$ cat src/rtl/alarm_pkg.sv
// alarm_pkg: shared widths, limits, write selectors and the hh:mm record type
// used by the alarm time base and its bench.
package alarm_pkg;

  localparam int HOUR_W = 5;
  localparam int MIN_W  = 6;
  localparam int SEC_W  = 6;

  localparam logic [HOUR_W-1:0] HOUR_MAX   = 5'd23;
  localparam logic [MIN_W-1:0]  MIN_MAX    = 6'd59;
  localparam logic [SEC_W-1:0]  SEC_MAX    = 6'd59;
  localparam logic [MIN_W-1:0]  SNOOZE_MIN = 6'd5;
  // Seconds after a hit during which a snooze pulse is honoured.
  localparam logic [SEC_W-1:0]  SNOOZE_WIN = 6'd60;

  localparam logic SET_TIME  = 1'b0;
  localparam logic SET_ALARM = 1'b1;

  typedef struct packed {
    logic [HOUR_W-1:0] hour;
    logic [MIN_W-1:0]  min;
  } hhmm_t;

  function automatic logic hhmm_legal(input logic [HOUR_W-1:0] h,
                                      input logic [MIN_W-1:0]  m);
    return (h <= HOUR_MAX) && (m <= MIN_MAX);
  endfunction

endpackage

$ cat src/rtl/mod_counter.sv
// mod_counter: wrap-around counter, modulus MAX+1, advancing by STEP on inc.
//   clk, rst_n   : clock, async active-low reset (value -> 0)
//   clr          : synchronous clear (highest priority)
//   load/load_val: synchronous load (beats inc)
//   inc          : advance by STEP, wrapping past MAX
//   value        : current count
//   next         : value + STEP after wrap (whether or not inc is high)
//   carry        : inc is high and this advance wraps
module mod_counter #(
  parameter int unsigned W    = 6,
  parameter int unsigned MAX  = 59,
  parameter int unsigned STEP = 1
) (
  input  logic         clk,
  input  logic         rst_n,
  input  logic         clr,
  input  logic         load,
  input  logic [W-1:0] load_val,
  input  logic         inc,
  output logic [W-1:0] value,
  output logic [W-1:0] next,
  output logic         carry
);

  localparam logic [W:0] MAX_V  = (W+1)'(MAX);
  localparam logic [W:0] MOD_V  = (W+1)'(MAX + 1);
  localparam logic [W:0] STEP_V = (W+1)'(STEP);

  logic [W:0] sum;
  logic       wrap;

  // One extra bit so value + STEP cannot overflow before the wrap compare.
  assign sum   = {1'b0, value} + STEP_V;
  assign wrap  = sum > MAX_V;
  assign next  = wrap ? W'(sum - MOD_V) : W'(sum);
  assign carry = inc & wrap;

  always_ff @(posedge clk or negedge rst_n) begin
    if (!rst_n) begin
      value <= '0;
    end else if (clr) begin
      value <= '0;
    end else if (load) begin
      value <= load_val;
    end else if (inc) begin
      value <= next;
    end
  end

endmodule

$ cat src/rtl/alarm_timebase.sv
// alarm_timebase: 24 h HH:MM:SS time-of-day counter with a programmable alarm.
// Emits a one-cycle match pulse (alarm FSM H input) when a second tick moves
// the time onto alarm_hour:alarm_min:00 with alarm_en high.
//   clk, rst_n          : clock, async active-low reset
//   set_valid/set_ready : write handshake; ready drops in tick cycles
//   set_sel             : SET_TIME (time write) or SET_ALARM (alarm write)
//   set_hour, set_min   : write data; out-of-range data pulses set_err
//   alarm_en            : level, 0 suppresses match
//   hour, min, sec      : current time
//   match               : one-cycle alarm hit pulse
// Optional macro ALARM_SNOOZE_EN adds input snooze: a pulse within 60 s of a
// hit re-arms a hit 5 minutes later; repeated snoozes chain.
module alarm_timebase
  import alarm_pkg::*;
#(
  parameter int CLK_HZ = 10_000,
  parameter int PRE_W  = 14
) (
  input  logic              clk,
  input  logic              rst_n,
  input  logic              set_valid,
  output logic              set_ready,
  input  logic              set_sel,
  input  logic [HOUR_W-1:0] set_hour,
  input  logic [MIN_W-1:0]  set_min,
  output logic              set_err,
  input  logic              alarm_en,
`ifdef ALARM_SNOOZE_EN
  input  logic              snooze,
`endif
  output logic [HOUR_W-1:0] hour,
  output logic [MIN_W-1:0]  min,
  output logic [SEC_W-1:0]  sec,
  output logic              match
);

  localparam logic [PRE_W-1:0] PRE_TC = PRE_W'(CLK_HZ - 1);

  logic [PRE_W-1:0]  pre_q;
  logic              ready_q;
  logic              tick;
  logic              accept;
  logic              legal;
  logic              time_wr;
  logic              alarm_wr;
  hhmm_t             alarm_q;

  logic              sec_carry;
  logic              min_carry;
  logic              hour_carry;
  logic [SEC_W-1:0]  sec_nxt;
  logic [MIN_W-1:0]  min_nxt;
  logic [HOUR_W-1:0] hour_nxt;

  hhmm_t             next_hm;
  logic              roll;
  logic              hit_alarm;
  logic              match_d;
  logic              unused;

  assign tick      = (pre_q == PRE_TC);
  assign set_ready = ready_q & ~tick;
  assign accept    = set_valid & set_ready;
  assign legal     = hhmm_legal(set_hour, set_min);
  assign time_wr   = accept & legal & (set_sel == SET_TIME);
  assign alarm_wr  = accept & legal & (set_sel == SET_ALARM);

  mod_counter #(.W(SEC_W), .MAX(SEC_MAX), .STEP(1)) u_sec (
    .clk      (clk),
    .rst_n    (rst_n),
    .clr      (time_wr),
    .load     (1'b0),
    .load_val ('0),
    .inc      (tick),
    .value    (sec),
    .next     (sec_nxt),
    .carry    (sec_carry)
  );

  mod_counter #(.W(MIN_W), .MAX(MIN_MAX), .STEP(1)) u_min (
    .clk      (clk),
    .rst_n    (rst_n),
    .clr      (1'b0),
    .load     (time_wr),
    .load_val (set_min),
    .inc      (sec_carry),
    .value    (min),
    .next     (min_nxt),
    .carry    (min_carry)
  );

  mod_counter #(.W(HOUR_W), .MAX(HOUR_MAX), .STEP(1)) u_hour (
    .clk      (clk),
    .rst_n    (rst_n),
    .clr      (1'b0),
    .load     (time_wr),
    .load_val (set_hour),
    .inc      (min_carry),
    .value    (hour),
    .next     (hour_nxt),
    .carry    (hour_carry)
  );

  // Hits are detected on the hh:mm the cascade is about to produce, so only a
  // tick rolling sec 59 -> 0 can cause one; writes never do.
  assign roll         = tick & (sec == SEC_MAX);
  assign next_hm.min  = min_nxt;
  assign next_hm.hour = (min == MIN_MAX) ? hour_nxt : hour;
  assign hit_alarm    = roll & (next_hm == alarm_q);

`ifdef ALARM_SNOOZE_EN
  logic              pend_q;
  logic [SEC_W-1:0]  win_q;
  logic              prim_hit;
  logic              snz_take;
  logic              hit_snz;
  logic [MIN_W-1:0]  tgt_min;
  logic [HOUR_W-1:0] tgt_hour;
  logic [MIN_W-1:0]  tgt_min_nxt;
  logic [HOUR_W-1:0] tgt_hour_nxt;
  logic              tgt_min_carry;
  logic              tgt_hour_carry;

  assign prim_hit = hit_alarm & alarm_en;
  assign snz_take = snooze & alarm_en & (win_q != '0);
  assign hit_snz  = roll & pend_q & (next_hm == {tgt_hour, tgt_min});
  assign match_d  = alarm_en & (hit_alarm | hit_snz);

  // Snooze target: restarts from the alarm time on every primary hit, then
  // advances 5 minutes (mod 24 h) per accepted snooze so snoozes chain.
  mod_counter #(.W(MIN_W), .MAX(MIN_MAX), .STEP(SNOOZE_MIN)) u_tgt_min (
    .clk      (clk),
    .rst_n    (rst_n),
    .clr      (1'b0),
    .load     (prim_hit),
    .load_val (alarm_q.min),
    .inc      (snz_take),
    .value    (tgt_min),
    .next     (tgt_min_nxt),
    .carry    (tgt_min_carry)
  );

  mod_counter #(.W(HOUR_W), .MAX(HOUR_MAX), .STEP(1)) u_tgt_hour (
    .clk      (clk),
    .rst_n    (rst_n),
    .clr      (1'b0),
    .load     (prim_hit),
    .load_val (alarm_q.hour),
    .inc      (tgt_min_carry),
    .value    (tgt_hour),
    .next     (tgt_hour_nxt),
    .carry    (tgt_hour_carry)
  );

  // win_q counts down the seconds left in which a snooze is honoured.
  always_ff @(posedge clk or negedge rst_n) begin
    if (!rst_n) begin
      pend_q <= 1'b0;
      win_q  <= '0;
    end else if (alarm_wr || !alarm_en) begin
      pend_q <= 1'b0;
      win_q  <= '0;
    end else begin
      if (match_d) begin
        win_q <= SNOOZE_WIN;
      end else if (snz_take) begin
        win_q <= '0;
      end else if (tick && (win_q != '0)) begin
        win_q <= win_q - SEC_W'(1);
      end

      if (snz_take) begin
        pend_q <= 1'b1;
      end else if (hit_snz) begin
        pend_q <= 1'b0;
      end
    end
  end

  assign unused = &{1'b0, sec_nxt, hour_carry, tgt_min_nxt, tgt_hour_nxt,
                    tgt_hour_carry};
`else
  assign match_d = alarm_en & hit_alarm;
  assign unused  = &{1'b0, sec_nxt, hour_carry, SNOOZE_MIN, SNOOZE_WIN};
`endif

  always_ff @(posedge clk or negedge rst_n) begin
    if (!rst_n) begin
      pre_q   <= '0;
      ready_q <= 1'b0;
      set_err <= 1'b0;
      alarm_q <= '0;
      match   <= 1'b0;
    end else begin
      ready_q <= 1'b1;
      set_err <= accept & ~legal;
      match   <= match_d;
      if (tick || time_wr) begin
        pre_q <= '0;
      end else begin
        pre_q <= pre_q + PRE_W'(1);
      end
      if (alarm_wr) begin
        alarm_q.hour <= set_hour;
        alarm_q.min  <= set_min;
      end
    end
  end

endmodule
$ cat config.mk
export PLATFORM = sky130hd
export DESIGN_NAME = alarm_timebase
export DESIGN_NICKNAME = d
export VERILOG_FILES = /design/src/rtl/alarm_pkg.sv /design/src/rtl/mod_counter.sv /design/src/rtl/alarm_timebase.sv
export SDC_FILE = /design/constraint.sdc
export NUM_CORES = 1
export LEC_CHECK = 0
export BUFFER_PORTS_ARGS = -buffer_cell sky130_fd_sc_hd__buf_2
export CAP_MARGIN = 20
export CORE_MARGIN = 5
export CORE_UTILIZATION = 45
export DETAILED_ROUTE_END_ITERATION = 6
export GPL_ROUTABILITY_DRIVEN = 0
export GPL_TIMING_DRIVEN = 0
export PLACE_DENSITY = 0.74
export REMOVE_ABC_BUFFERS = 1
export SLEW_MARGIN = 10
export SYNTH_ARGS = -nofsm -noshare
export SYNTH_HDL_FRONTEND = slang
export SYNTH_SLANG_ARGS = --single-unit
$ cat constraint.sdc
create_clock -name clk -period 2.9 [get_ports clk]
set_input_delay 0.58 -clock clk [delete_from_list [all_inputs] [get_ports clk]]
set_output_delay 0.58 -clock clk [all_outputs]
set_load 0.005 [all_outputs]
# == Word level (Yosys, flattened, before mapping) ==
# Cells that the tools add are included.
# op_classes
add_sub_neg,7
order_cmp,5
n_eq_ne,4
muxes,11
n_bitwise,14
reduce_logical,5
# ops
cell,count
$mux 6,6
$mux 5,4
$add 14x1->14 const B,1
$add 6x1->7 const B,2
$eq 14x14->1 const B,1
$gt 7x6->1 const B,2
$mux 14,1
$eq 6x6->1 const B,2
$sub 6x6->6 const B,2
$and 1x1->1,11
$eq 11x11->1,1
$add 5x1->6 const B,1
$gt 6x5->1 const B,1
$le 6x6->1 const B,1
$reduce_bool 2->1,3
$le 5x5->1 const B,1
$sub 5x5->5 const B,1
$not 1->1,3
$logic_and 1x1->1,1
$logic_or 1x1->1,1
# totals
ff_bits,45
in_bits,16

# == Longest topological paths before layout ==
# logic_depth
depth_word,8
depth_mapped,12
ltp_nobuf,11

# == Cells and area by module ==
# A second synthesis with hierarchy kept.
# unflattened
cells_unflattened,340
area_unflattened_um2,3189.3
# by_module_without_submodules
mod,n_inst,cells_each,area_each_um2,seq_area_each_um2
alarm_timebase,1,136,1516.5,700.7
mod_counter at u_min ...,2,75,606.8,150.1
mod_counter at u_hour,1,54,459.2,125.1

# == Worst setup path before layout ==
# OpenSTA, ideal clock, no wires.
# synth_timing
path_type,reg2reg
start,register u_min.value[0]
end,register u_min.value[4]
arrival_time_ps,2413
required_time_ps,2774
path_slack_ps,361
path_stages_with_launch,11
n_path_buf,1
cell_sequence,dfrtp_1 -> buf_2 -> inv_1 -> ha_1 -> o211ai_1 -> nand2_1 -> a311o_1 -> a211o_1 -> a21oi_1 -> nor4_1 -> a221o_1
# synth_via
elab_chain_cells,5
# synth_rtl
element,line,text
"start, declared",mod_counter.sv:20,"output logic [W-1:0] value,"
"start signal, assigned",mod_counter.sv:44,value <= load_val;
"start signal, assigned",mod_counter.sv:46,value <= next;
$add 6x1->7 (*),mod_counter.sv:33,"assign sum = {1'b0, value} + STEP_V;"
$sub 6x6->6 or $gt 7x6->1 (tied branches),"mod_counter.sv:35, mod_counter.sv:34",
$mux 6 (*),mod_counter.sv:35,assign next = wrap ? W'(sum - MOD_V) : W'(sum);
$mux 6 (*),mod_counter.sv:45,end else if (inc) begin
$mux 6 (*),mod_counter.sv:43,end else if (load) begin
# Mark *: on every way between the ends. The rest lies on a longest branch, timed or not. The select of a mux whose other input is x is not followed.
# A chain may end at the register's enable or synchronous reset.

# == Final worst setup path ==
# layout_timing
start,register pre_q[0]
end,register alarm_q[0] (netlist name)
# layout_via
elab_chain_cells,6
# layout_rtl
element,line,text
"start, declared",alarm_timebase.sv:39,logic [PRE_W-1:0] pre_q;
"start signal, assigned",alarm_timebase.sv:201,pre_q <= pre_q + PRE_W'(1);
$eq 14x14->1,alarm_timebase.sv:61,assign tick = (pre_q == PRE_TC);
$not 1->1,alarm_timebase.sv:62,assign set_ready = ready_q & ~tick;
$and 1x1->1,alarm_timebase.sv:62,
$and 1x1->1,alarm_timebase.sv:63,assign accept = set_valid & set_ready;
$and 1x1->1 (2 in a row),alarm_timebase.sv:66,assign alarm_wr = accept & legal & (set_sel == SET_ALARM);
"end, declared",alarm_timebase.sv:46,hhmm_t alarm_q;
# Every way passes these cells.

==> impl_metrics.csv <==
group,metric,value,unit
outcome,status,"finished, final reports clean",
worst_setup_path,critPathTopFamily,"simple AND/OR/NAND/NOR gates",
worst_setup_path,crit_arrival,2.87,ns
die,rows,30,
synth,yosys.area.top_type,"dfrtp_1",
routing,drt-vias-per-instance,5.74,
timing,hold_viol,0,
final_layout,layout.cells.non_filler,444,
synth,synth_common_cells,"dfrtp_1, nor2_1, nand2_1",
worst_setup_path,crit_path_end_kind,"flop",
cts,cts_tree,"built",
worst_setup_path,crit_type,"reg2reg",
power,p_per_area,587,nW/µm²
synth,netlist.area_leader.share,36.9,%
die,die_x,92.4,µm
final_layout,fin_util,51.7,%
cts,clock_path_buffers,2,
synth,synthArstFlopShare,100,%
routing,ant_nets,0,
cts,worstSkewPairLatency,0.30,ns
min_path,hold_class,"in2async",
cts,ctsRootBufferMaster,"clkbuf_8",
timing,timing.final.crit_share,92.8,%
routing,via_count,2550,
timing,finClkSkew,0.0116,ns
timing,slew_violations,0,
synth,synthMostInstantiatedCell,"dfrtp_1",
synth,synth_area_leaders,"dfrtp_1, ha_1, xor2_1, mux2_2, xnor2_1",
placement,dp_cells,432,
flow_run,maxCapViolCount,0,
routing,wl_per_cell,15.4,µm
power,power,2030,µW
worst_setup_path,slowest_delay,0.62,ns
synth,yosysSeqAreaShare,36.9,%
power,p_leak,0.00156,µW
final_layout,syn_to_final_growth,13.1,%
final_layout,fill_cells,636,
timing,worst_hold_slack,0.182,ns
synth,ys_ff_latch,45,
final_layout,nNetsFinal,390,
worst_setup_path,cp.depth,7,
cts,clk_pin_slew,0.09,ns
worst_setup_path,crit_path_top_delay_cell,"nor4b_2",
global_route,grt_pass1_wl,11800,µm
global_route,grt_max_degree,46,
die,initial_utilization,45.7,%
worst_setup_path,start_kind,"flop",
final_layout,drive_gt1_share,22.8,%
routing,first_pass_iters,4,
global_route,antenna_found_initial,0,
placement,dpl.hpwl,4970,µm
cts,cts.sinks,45,
timing,max_freq,0.372,GHz
timing,fin_crit,2.69,ns
die,io_pins,36,
cts,numCtsBuffers,5,
synth,postSynthCellCount,332,
placement,numPortBuffers,35,
global_route,overflow,0,
synth,synthFlopType,"dfrtp_1",
power,ir_worst_vdd,423,µV
synth,ys_types,66,
die,dieArea,8530,µm²
synth,synth_warnings,0,
cts,ctsHoldBuffers,0,
timing,setup_viol,0,
timing,rsz0062_at_grt,"false",
die,core_region_area,6680,µm²
global_route,grt_usage,16.9,%
worst_setup_path,critPathMostFrequentCell,"and3_1",
placement,place_ws,-0.241,ns
synth,synth.cell_area,3050,µm²
cts,htree_levels,2,
worst_setup_path,cp_max_fo,10,
final_layout,antenna_cells,0,
timing,worst_pin_slew,0.928,ns
routing,drc,0,
timing,setup_slack,0.210,ns
synth,synth_edf_count,0,
routing,routed_wl,6830,µm
timing,max-slew-margin-rel,37.2,%
synth,syn_area_per_cell,9.20,µm²
die,die_h,92.4,µm
worst_setup_path,r2r_cells,7,
global_route,grt_pass1_vias,2559,
worst_setup_path,path_cells,"ha_1 > and3_1 > and3_1 > nor4b_2 > buf_2 > buf_4 > mux2_2",
worst_setup_path,cp_num_buf_inv,2,
worst_setup_path,worst_ep_required_time,3.08,ns
routing,drt_iter0_drc,131,
==> registers in the layout, summed over array words and instances (netlist names) <==
name	cells
alarm_q	11
match	1
pre_q	14
ready_q	1
set_err	1
u_hour.value	5
u_min.value	6
u_sec.value	6
==> through the flow <==
| stage | cell area [µm²] | TNS, ns |
|---|---|---|
| final | 3450 | 0 |
| after global routing | 3450 | 0 |
| after CTS | 3380 | 0 |
| after detailed placement | 3260 | -0.241 |
| after global placement | 3240 | -9.67 |
| after floorplan | 2970 | -0.495 |
==> power breakdown <==
group / switching [µW] / internal [µW] / leakage (µW)
sequential: 177 / 740 / 0.000568
combinational: 314 / 314 / 0.000941
clock: 222 / 259 / 0.0000554
==> final cells by class <==
| class | instances | area, µm² | share of cell area (%) |
|---|---|---|---|
| Clock buffer | 6 | 72.6 | 2.10 |
| Inverter | 14 | 52.6 | 1.52 |
| Timing Repair Buffer | 41 | 230 | 6.67 |
| Clock inverter | 2 | 38.8 | 1.12 |
| Tap cell | 80 | 100 | 2.90 |
| Sequential cell | 45 | 1130 | 32.7 |
| Multi-Input combinational cell | 256 | 1830 | 53.0 |
==> what timing repair did <==
item | CTS | global route
setup buffers | 0 | 3
pin swaps | 0 | 0
cloned | 0 | 0
endpoints found under the setup margin | 1 | 1
gates resized for setup | 3 | 5
==> cells in the final DEF (no fill, tap or decap), types with 5 or more instances in the layout <==
master    Yosys  routed
a21oi_1      10      10
and2_1        7       7
and3_1       10      10
buf_2         6      36
clkbuf_8      0       5
dfrtp_1      45      42
ha_1         11      10
inv_1        14      14
mux2_2       11      11
mux2i_1       8       8
nand2_1      26      26
nand3_1      19      19
nor2_1       27      27
nor3_1        5       5
o21ai_0      18      18
xnor2_1      12      12
xor2_1       15      14
==> per-layer routing <==
layer / vias up / GRT usage, % / share of wire (%)
met3: 12 / 2.76 / 3.4
li1: 1253 / - / -
met2: 51 / 29.1 / 50
met5: - / 0 / 0
met4: 0 / 5.69 / 1.5
met1: 1234 / 21.4 / 45
==> worst register-to-register path, cell delays in order, from the launching register on <==
cell and delay, ns:
dfrtp_1 0.41, ha_1 0.23, and3_1 0.24, and3_1 0.31, nor4b_2 0.62, buf_2 0.27
buf_4 0.16, mux2_2 0.34
==> final timing paths <==
path                               startpoint                         end  slack (ns)
max                        pre_q[0]$_DFF_PN0_      alarm_q[0]$_DFFE_PN0P_        0.21
min                                     rst_n      alarm_q[9]$_DFFE_PN0P_        0.18
max reg2reg                pre_q[0]$_DFF_PN0_      alarm_q[0]$_DFFE_PN0P_        0.21
min reg2reg                pre_q[0]$_DFF_PN0_          pre_q[0]$_DFF_PN0_        0.49
max in group asynchronous               rst_n  u_min.value[0]$_DFFE_PN0P_        2.21
min in group clk           pre_q[0]$_DFF_PN0_          pre_q[0]$_DFF_PN0_        0.49
==> kinds of logic after synthesis <==
logic type	synth area share, %
flops	36.9
other cells	0.123
fa+ha+maj	4.83
buf+inv	4.55
simple gates	23.0
compound gates	15.7
xor+xnor	7.74
mux	7.17
Note: power is estimated with default switching activity, not from simulation.
